--- src/rtl/seq_mag_comparator_pkg.sv ---
// Shared definitions for the digit-serial magnitude comparator.
// Holds the FSM state encoding and the bit positions inside the result vector.
package cmp_pkg;

   typedef enum logic [1:0] {
      CMP_IDLE    = 2'd0,
      CMP_COMPARE = 2'd1,
      CMP_DONE    = 2'd2
   } cmp_state_e;

   localparam int GT = 2;
   localparam int EQ = 1;
   localparam int LT = 0;

endpackage

--- src/rtl/seq_mag_comparator_if.sv ---
// Handshake and operand/result bundle for seq_mag_comparator.
// signed_mode exists only when SIGNED_CMP_EN is defined.
interface seq_mag_comparator_if #(
   parameter int WIDTH = 16
);
   logic             start;
   logic [WIDTH-1:0] a;
   logic [WIDTH-1:0] b;
`ifdef SIGNED_CMP_EN
   logic             signed_mode;
`endif
   logic             busy;
   logic             done;
   logic             greater;
   logic             equal;
   logic             less;

   modport master (
      output start, a, b,
`ifdef SIGNED_CMP_EN
      output signed_mode,
`endif
      input  busy, done, greater, equal, less
   );

   modport slave (
      input  start, a, b,
`ifdef SIGNED_CMP_EN
      input  signed_mode,
`endif
      output busy, done, greater, equal, less
   );
endinterface

--- src/rtl/seq_mag_comparator_digit_cmp.sv ---
// Combinational unsigned compare of one DIGIT-wide slice.
// Less-than is implied when neither gt nor eq is set.
module digit_cmp #(
   parameter int DIGIT = 4
) (
   input  logic [DIGIT-1:0] a,
   input  logic [DIGIT-1:0] b,
   output logic             gt,
   output logic             eq
);
   assign gt = (a > b);
   assign eq = (a == b);
endmodule

--- src/rtl/seq_mag_comparator.sv ---
// Digit-serial MSB-first magnitude comparator with start/busy/done handshake.
// Define SIGNED_CMP_EN to add the latched signed_mode input (two's complement compare).
module seq_mag_comparator
   import cmp_pkg::*;
#(
   parameter int WIDTH = 16,
   parameter int DIGIT = 4
) (
   input logic                 clk,
   input logic                 rst_n,
   seq_mag_comparator_if.slave cmp
);
   localparam int NDIG = WIDTH / DIGIT;
   localparam int IW   = (NDIG > 1) ? $clog2(NDIG) : 1;
   localparam logic [IW-1:0]    TOP_IDX  = IW'(NDIG - 1);
   localparam logic [DIGIT-1:0] MSB_MASK = DIGIT'(1) << (DIGIT - 1);

   cmp_state_e       state_r, state_s;
   logic [IW-1:0]    idx_r;
   logic [WIDTH-1:0] a_r, b_r;
   logic             busy_r, done_r;
   logic [2:0]       res_r, res_s;
   logic [DIGIT-1:0] a_sl_s, b_sl_s;
   logic             gt_s, eq_s, flip_s, accept_s, decide_s;
`ifdef SIGNED_CMP_EN
   logic             sgn_r;
`endif

   // Slice selection; signed mode biases the top digit by flipping its sign bit.
   always_comb begin
`ifdef SIGNED_CMP_EN
      flip_s = sgn_r && (idx_r == TOP_IDX);
`else
      flip_s = 1'b0;
`endif
      a_sl_s = a_r[idx_r*DIGIT +: DIGIT] ^ (flip_s ? MSB_MASK : {DIGIT{1'b0}});
      b_sl_s = b_r[idx_r*DIGIT +: DIGIT] ^ (flip_s ? MSB_MASK : {DIGIT{1'b0}});
   end

   digit_cmp #(.DIGIT(DIGIT)) u_digit_cmp (
      .a  (a_sl_s),
      .b  (b_sl_s),
      .gt (gt_s),
      .eq (eq_s)
   );

   // Next-state, start acceptance and result encoding.
   always_comb begin
      state_s  = state_r;
      accept_s = 1'b0;
      decide_s = 1'b0;
      res_s    = 3'b000;
      res_s[GT] = gt_s;
      res_s[EQ] = eq_s;
      res_s[LT] = ~gt_s & ~eq_s;
      case (state_r)
         CMP_IDLE: begin
            if (cmp.start) begin
               accept_s = 1'b1;
               state_s  = CMP_COMPARE;
            end else begin
               state_s  = CMP_IDLE;
            end
         end
         CMP_COMPARE: begin
            if (!eq_s || (idx_r == {IW{1'b0}})) begin
               decide_s = 1'b1;
               state_s  = CMP_DONE;
            end else begin
               state_s  = CMP_COMPARE;
            end
         end
         CMP_DONE: begin
            if (cmp.start) begin
               accept_s = 1'b1;
               state_s  = CMP_COMPARE;
            end else begin
               state_s  = CMP_IDLE;
            end
         end
         default: begin
            state_s = CMP_IDLE;
         end
      endcase
   end

   // State, operands, digit index and registered outputs.
   always_ff @(posedge clk or negedge rst_n) begin
      if (!rst_n) begin
         state_r <= CMP_IDLE;
         idx_r   <= {IW{1'b0}};
         a_r     <= {WIDTH{1'b0}};
         b_r     <= {WIDTH{1'b0}};
         busy_r  <= 1'b0;
         done_r  <= 1'b0;
         res_r   <= 3'b000;
`ifdef SIGNED_CMP_EN
         sgn_r   <= 1'b0;
`endif
      end else begin
         state_r <= state_s;
         busy_r  <= (state_s == CMP_COMPARE);
         done_r  <= decide_s;
         if (accept_s) begin
            a_r   <= cmp.a;
            b_r   <= cmp.b;
            idx_r <= TOP_IDX;
`ifdef SIGNED_CMP_EN
            sgn_r <= cmp.signed_mode;
`endif
         end else if ((state_r == CMP_COMPARE) && !decide_s) begin
            idx_r <= idx_r - IW'(1);
         end
         if (decide_s) begin
            res_r <= res_s;
         end
      end
   end

   assign cmp.busy    = busy_r;
   assign cmp.done    = done_r;
   assign cmp.greater = res_r[GT];
   assign cmp.equal   = res_r[EQ];
   assign cmp.less    = res_r[LT];
endmodule
--- src/flat_wrapper.sv ---
// flat-port wrapper written by rule: the top's interface ports become plain ports
module seq_mag_comparator_flat import cmp_pkg::*;
#(
   parameter int WIDTH = 16,
   parameter int DIGIT = 4
)
  (clk, rst_n, cmp_start, cmp_a, cmp_b, cmp_busy, cmp_done, cmp_greater, cmp_equal, cmp_less);
  seq_mag_comparator_if #(.WIDTH(WIDTH)) cmp_i ();
  input logic clk;
  input logic rst_n;
  input wire logic [$bits(cmp_i.start)-1:0] cmp_start;
  input wire logic [$bits(cmp_i.a)-1:0] cmp_a;
  input wire logic [$bits(cmp_i.b)-1:0] cmp_b;
  output wire logic [$bits(cmp_i.busy)-1:0] cmp_busy;
  output wire logic [$bits(cmp_i.done)-1:0] cmp_done;
  output wire logic [$bits(cmp_i.greater)-1:0] cmp_greater;
  output wire logic [$bits(cmp_i.equal)-1:0] cmp_equal;
  output wire logic [$bits(cmp_i.less)-1:0] cmp_less;
  assign cmp_i.start = cmp_start;
  assign cmp_i.a = cmp_a;
  assign cmp_i.b = cmp_b;
  assign cmp_busy = cmp_i.busy;
  assign cmp_done = cmp_i.done;
  assign cmp_greater = cmp_i.greater;
  assign cmp_equal = cmp_i.equal;
  assign cmp_less = cmp_i.less;
  seq_mag_comparator #(.WIDTH(WIDTH), .DIGIT(DIGIT)) u_core (.clk(clk), .rst_n(rst_n), .cmp(cmp_i));
endmodule
--- config.mk ---
export PLATFORM = sky130hd
export DESIGN_NAME = seq_mag_comparator_flat
export DESIGN_NICKNAME = d
export VERILOG_FILES = /design/src/rtl/seq_mag_comparator_pkg.sv /design/src/rtl/seq_mag_comparator_if.sv /design/src/rtl/seq_mag_comparator_digit_cmp.sv /design/src/rtl/seq_mag_comparator.sv /design/src/flat_wrapper.sv
export SDC_FILE = /design/constraint.sdc
export NUM_CORES = 1
export LEC_CHECK = 0
export ABC_AREA = 1
export CORE_MARGIN = 2
export CORE_UTILIZATION = 36
export DETAILED_ROUTE_END_ITERATION = 16
export GPL_TIMING_DRIVEN = 0
export HOLD_SLACK_MARGIN = 0.05
export SYNTH_ARGS = -nofsm -noshare
export SYNTH_HDL_FRONTEND = slang
export SYNTH_HIERARCHICAL = 1
export SYNTH_SLANG_ARGS = --single-unit
--- constraint.sdc ---
create_clock -name clk -period 4 [get_ports clk]
set_clock_uncertainty 0.1 [all_clocks]
set_input_delay 0.4 -clock clk [delete_from_list [all_inputs] [get_ports clk]]
set_output_delay 0.4 -clock clk [all_outputs]
set_load 0.01 [all_outputs]
==> results.py, run 1 <==
metrics = {
    "run_status": {
        "status": "finished clean",
    },
    "routing": {
        "drt_pass1_iterations": 4,
        "drc_errors": 0,
        "antenna_left": 0,
        "drtIter0Drc": 66,
        "via_per_inst": 4.52,
        "avgRoutedWirePerCell_um": 12.2,
        "vias": 1687,
        "finalWirelength_um": 4550,
    },
    "synthesis": {
        "syn_inst": 250,
        "synth_cell_types": 22,
        "synth.avg_cell_area_sq_um": 8.73,
        "syn_nets": 290,
        "ys_seq_area_share_pct": 47.0,
        "synthesis.area_sq_um": 2180,
        "yosys_warnings": 6,
        "synth-seq-cells": 41,
    },
    "die": {
        "ioPinCount": 40,
        "die_w_um": 81.9,
        "die_area_sq_um": 6700,
        "rows": 28,
        "die_h_um": 81.9,
        "floorplan.initialDensity_pct": 37.1,
        "core_sq_um": 5890,
    },
    "pwr": {
        "ir_drop_v": 0.000284,
        "p_comb_share_pct": 52.8,
        "power_switching_mw": 0.883,
        "swShare_pct": 42.0,
        "intPower_mw": 1.22,
        "p_seq_share_pct": 33.2,
        "p_per_area_nw_per_um2": 754,
        "p_leak_nw": 1.35,
        "clkPwrFrac_pct": 14.0,
        "power_mw": 2.11,
    },
    "layout": {
        "layout_commonest_cell": "nand2_1",
        "diodes": 0,
        "area.growth.synth_to_final_pct": 27.9,
        "layout-drive-gt1-share_pct": 20.5,
        "finalNonFillerCells": 373,
        "final_cell_mix": "77 x nand2_1, 41 x dfrtp_1, 37 x clkdlybuf4s50_1",
        "register_area_sq_um": 1030,
        "multiInputGateArea_sq_um": 932,
        "n_fill_cell": 603,
        "nets": 337,
    },
    "sta": {
        "holdWs_ns": 0.322,
        "finalCritPeriodShare_pct": 54.9,
        "rsz0062_at_grt": "no",
        "fin_setup_tns_ns": 0,
        "clock.fmax_mhz": 455,
        "hold_viol": 0,
        "fin_crit_ns": 2.20,
        "maxSlewViolCount": 0,
        "finalSetupViolations": 0,
        "worst_pin_slew_ns": 0.476,
        "max_slew_margin_pct": 68.3,
        "layout_setup_ws_ns": 1.80,
    },
    "clocking": {
        "clock_sinks": 41,
        "cts_resized": 0,
        "cts_buffers": 5,
        "clock_latency_ns": 0.29,
        "ctsRootBufferMaster": "clkbuf_8",
        "cts_buffer_depth": 2,
        "cts_tree": "done",
        "h-tree-depth": 2,
        "clk_pin_slew_ns": 0.08,
    },
    "worst_setup_path": {
        "reg2regPathDepth": 14,
        "ff2ff_setup_slack_ns": 1.80,
        "crit_buf_inv": 5,
        "r2r-start": "u_core/idx_r[0]",
        "criticalPathCategory": "reg -> reg",
        "cp_data_arrival_time_ns": 2.28,
        "required_ns": 4.08,
        "r2r-end": "u_core/idx_r[0]",
        "critPathTopFamily": "simple AND/OR/NAND/NOR gates",
        "cp_cell_sequence": "buf_6 > inv_6 > buf_6 > o211ai_2 > nand2_1 > inv_1 > ha_1 > nand2_2 > nor2_2 > inv_1 > nor2_4 > nand2_2 > nand2_1 > nand3_1",
        "crit_fanout": 10,
        "setup.worst_path.start_class": "register",
        "cpMaxStageDelayCell": "dfrtp_1",
        "end_kind": "register",
        "slowest_delay_ns": 0.38,
    },
    "place": {
        "numPortBuffers": 38,
        "pre_cts_slack_ns": 1.80,
        "place_hpwl_um": 3450,
        "dp_cells": 364,
        "routabilityCongestion": 0.840,
    },
    "global_route": {
        "first_global_vias": 1682,
        "grt_max_degree": 24,
        "grt_pass1_wl_um": 7850,
        "grt_overflow": 0,
        "antenna_found_initial": 0,
        "grt_use_total_pct": 15.6,
    },
    "worst_hold_path": {
        "min_to": "u_core/b_r[5]",
        "hold_start": "cmp_start",
        "min_delay_path_depth": 3,
        "hold_path_class": "in -> reg",
    },
    "run": {
        "cap_violations": 0,
    },
}
[registers in the layout (all words and copies together), names as in the netlist]
name and flops:
u_core/a_r 16, u_core/state_r 2, u_core/idx_r 2, u_core/b_r 16
u_core/cmp.done 1, u_core/cmp.busy 1, u_core/res_r 3
[power groups by stage]
stage / sequential (mW) / clock [mW] / combinational (mW)
after floorplan: 0.690 / 0 / 0.856
after global placement: 0.706 / 0 / 1.10
after detailed placement: 0.705 / 0 / 1.13
after CTS: 0.699 / 0.310 / 1.13
after global routing: 0.719 / 0.330 / 1.28
final: 0.698 / 0.295 / 1.11
[final cells by class]
class	count	area share, %
inverter	23	3.36
tap	75	3.36
clock inverter	1	0.179
buffer	14	4.71
multi-input combinational	172	33.4
clock buffer	7	3.45
timing repair buffer	40	14.8
sequential	41	36.8
[worst max path at each step]
stage / from / to / slack [ns] / cells after the start
2_1_floorplan: u_core/idx_r[1] / u_core/idx_r[0] / 1.99 / 14
3_3_place_gp: rst_n / u_core/a_r[12] / 1.37 / 1
3_5_place_dp: u_core/idx_r[0] / u_core/idx_r[0] / 1.80 / 14
4_1_cts: u_core/idx_r[0] / u_core/idx_r[1] / 1.78 / 15
5_1_grt: u_core/idx_r[0] / u_core/idx_r[0] / 1.57 / 14
6_report: u_core/idx_r[0] / u_core/idx_r[0] / 1.80 / 14
[worst register-to-register path, delay by kind of cell, from the launching register on]
family	cells	cell delay (ns)
buf+inv	5	0.53
fa+ha+maj	1	0.29
compound gates	1	0.09
flops	1	0.38
simple gates	7	0.70
[layer usage]
layer | GRT usage, % | wire length (um)
met1 | 20.3 | 2150
met2 | 25.9 | 2150
met3 | 3.74 | 217
met4 | 4.50 | 25
met5 | 0 | 0
[metrics by stage]
step / util (%) / area (sq um)
finish: 47.4 / 2790
global route: 47.4 / 2790
floorplan: - / 2180
detailed placement: 45.5 / 2680
CTS: 47.4 / 2790
global placement: 45.2 / 2660
[timing repair]
| action | CTS | global route |
|---|---|---|
| endpoints found under the hold margin | 18 | 0 |
| hold buffers | 1 | 0 |
| setup buffers | 0 | 0 |
[Yosys cell counts]
cell / n / share of area (%)
nor2_1: 22 / 3.8
nor2_4: 3 / 1.5
buf_6: 7 / 3.6
dfrtp_1: 41 / 47
inv_4: 1 / 0.29
nand2_8: 1 / 0.92
clkinv_1: 1 / 0.17
buf_2: 5 / 1.1
buf_12: 1 / 0.92
nand2_1: 77 / 13
ha_1: 5 / 2.9
a21oi_2: 10 / 4.0
buf_4: 1 / 0.34
nand3_1: 25 / 5.7
inv_6: 1 / 0.40
o21ai_0: 7 / 1.6
nor2_2: 6 / 1.7
inv_1: 20 / 3.4
nand3_2: 1 / 0.46
a21oi_1: 1 / 0.23
nand2_2: 5 / 1.4
o211ai_2: 9 / 5.2
[logic make-up (layout without fill, tap and decap cells)]
family          Yosys count  in the layout  share of synthesized area [%]
simple gates            140            140                           28.8
fa+ha+maj                 5              5                           2.87
compound gates           27             27                           11.0
buf+inv                  37             85                           10.3
flops                    41             41                           47.0
Power figures use the tool's default switching activity.
==> run 2: changes to the inputs <==
==> constraint.sdc (replaced) <==
create_clock -name clk -period 1.76 [get_ports clk]
set_clock_uncertainty 0.1 [all_clocks]
set_input_delay 0.176 -clock clk [delete_from_list [all_inputs] [get_ports clk]]
set_output_delay 0.176 -clock clk [all_outputs]
set_load 0.01 [all_outputs]
==> run 2 against run 1 <==
Non-clock buffer count up 6. Clock power up 110%. Via count up 4.7%. Routed wire length up 11%. The run now ends with negative setup slack left. Clock-buffer cell count unchanged. Sequential share of layout area down 2.8 points. Setup slack worse by 2.1 ns. Hold slack worse by 0.23 ns.
==> results.py, run 2 (same netlist as run 1, synthesis figures left out) <==
metrics = {
    "sta": {
        "maxSlewViolCount": 0,
        "max_slew_margin_pct": 68.8,
        "layout_setup_ws_ns": -0.272,
        "finalCritPeriodShare_pct": 115,
        "fin_crit_ns": 2.03,
        "worst_pin_slew_ns": 0.468,
        "finalSetupViolations": 9,
        "hold_viol": 0,
        "rsz0062_at_grt": "yes",
        "holdWs_ns": 0.0952,
        "clock.fmax_mhz": 492,
        "fin_setup_tns_ns": -2.09,
    },
    "run_status": {
        "status": "complete, but fails checks",
        "violations": "negative setup slack",
    },
    "layout": {
        "final_cell_mix": "66 x nand2_1, 41 x dfrtp_1, 37 x clkdlybuf4s50_1",
        "reg_top3": "u_core/a_r x16, u_core/b_r x16, u_core/res_r x3",
        "diodes": 0,
        "layout_commonest_cell": "nand2_1",
        "utilization_pct": 51.3,
        "layout-drive-gt1-share_pct": 29.6,
        "register_area_sq_um": 1030,
        "finalNonFillerCells": 379,
        "area.growth.synth_to_final_pct": 38.2,
        "multiInputGateArea_sq_um": 1070,
        "n_fill_cell": 564,
        "fin_area_sq_um": 3020,
        "nets": 344,
    },
    "global_route": {
        "grt_pass1_wl_um": 8270,
        "grt_use_total_pct": 16.7,
        "first_global_vias": 1736,
        "grt_max_degree": 25,
        "grt_overflow": 0,
        "antenna_found_initial": 0,
    },
    "die": {
        "ioPinCount": 40,
        "core_sq_um": 5890,
        "floorplan.initialDensity_pct": 37.1,
        "die_area_sq_um": 6700,
        "die_h_um": 81.9,
        "rows": 28,
        "die_w_um": 81.9,
    },
    "worst_setup_path": {
        "cp.depth": 15,
        "end_kind": "register",
        "cp_data_arrival_time_ns": 2.11,
        "path_common_cell": "nor2_4",
        "setup.worst_path.start_class": "register",
        "crit_fanout": 4,
        "criticalPathCategory": "reg -> reg",
        "slowest_delay_ns": 0.35,
        "cp_cell_sequence": "buf_6 > inv_8 > buf_6 > nor2_4 > nor2_1 > o21ai_1 > nand2_1 > ha_4 > nand2_4 > nor2_4 > inv_2 > nor2_4 > nand2_4 > nand2_2 > nand3_2",
        "cpMaxStageDelayCell": "dfrtp_1",
        "required_ns": 1.84,
        "crit_buf_inv": 4,
        "critPathTopFamily": "simple AND/OR/NAND/NOR gates",
        "reg2regPathDepth": 15,
    },
    "clocking": {
        "cts_tree": "done",
        "ctsRootBufferMaster": "clkbuf_8",
        "clock_sinks": 41,
        "cts_buffers": 5,
        "clk_pin_slew_ns": 0.07,
        "cts_buffer_depth": 2,
        "clock_latency_ns": 0.29,
        "h-tree-depth": 2,
    },
    "worst_hold_path": {
        "hold_path_class": "in -> reg",
        "min_delay_path_depth": 3,
    },
    "pwr": {
        "ir_drop_v": 0.000819,
        "power_mw": 5.77,
        "p_per_area_nw_per_um2": 1910,
        "p_leak_nw": 1.44,
    },
    "place": {
        "numPortBuffers": 38,
        "pre_cts_slack_ns": -0.406,
        "place_hpwl_um": 3540,
        "dp_cells": 364,
        "routabilityCongestion": 0.787,
        "place_area_sq_um": 2750,
    },
    "routing": {
        "vias": 1767,
        "drc_errors": 0,
        "drtIter0Drc": 74,
        "drt_pass1_iterations": 4,
        "via_per_inst": 4.66,
        "antenna_left": 0,
        "avgRoutedWirePerCell_um": 13.3,
        "finalWirelength_um": 5030,
    },
    "run": {
        "cap_violations": 0,
    },
}
[run 2: report_power, final]
part           internal, mW  switching, mW
logic                  1.62           1.92
clock network         0.311          0.310
registers              1.36          0.246
total                  3.29           2.48
[run 2: timing repair]
item	4_1_cts	5_1_grt
pin swaps	18	16
setup buffers	3	2
resized for setup	16	19
endpoints found under the setup margin	9	9
hold buffers	1	0
gates cloned	2	0
hold endpoints to repair	17	0
[run 2: per-layer routing]
metal | GRT usage (%) | share of wire (%) | up-vias
met5 | 0 | 0 | -
met4 | 5.50 | 1.5 | 0
met3 | 2.97 | 3.9 | 6
met1 | 20.8 | 46 | 829
met2 | 29.2 | 49 | 37
li1 | - | - | 895
[run 2: worst reg2reg max path: stages (launching register included)]
cell	delay, ns
dfrtp_1	0.35
buf_6	0.14
inv_8	0.05
buf_6	0.13
nor2_4	0.06
nor2_1	0.04
o21ai_1	0.06
nand2_1	0.10
ha_4	0.29
nand2_4	0.05
nor2_4	0.11
inv_2	0.05
nor2_4	0.18
nand2_4	0.09
nand2_2	0.06
nand3_2	0.05
[run 2: area by class of cell]
type	count	share of cell area (%)
clock buffers	7	2.86
flip-flops and latches	41	34.0
repair buffers	46	16.1
well taps	75	3.11
multi-input cells	172	35.5
plain buffers	14	4.93
repair inverters	1	0.290
inverters	23	3.19
[run 2: path summary, 6_finish.rpt]
check                      slack (ns)             from               to
max                             -0.27  u_core/idx_r[0]  u_core/idx_r[0]
min                               0.1        cmp_start    u_core/b_r[4]
max reg2reg                     -0.27  u_core/idx_r[0]  u_core/idx_r[0]
min reg2reg                      0.37  u_core/res_r[0]  u_core/res_r[0]
max in group asynchronous        0.82            rst_n    u_core/a_r[5]
min in group asynchronous        0.27            rst_n   u_core/b_r[11]
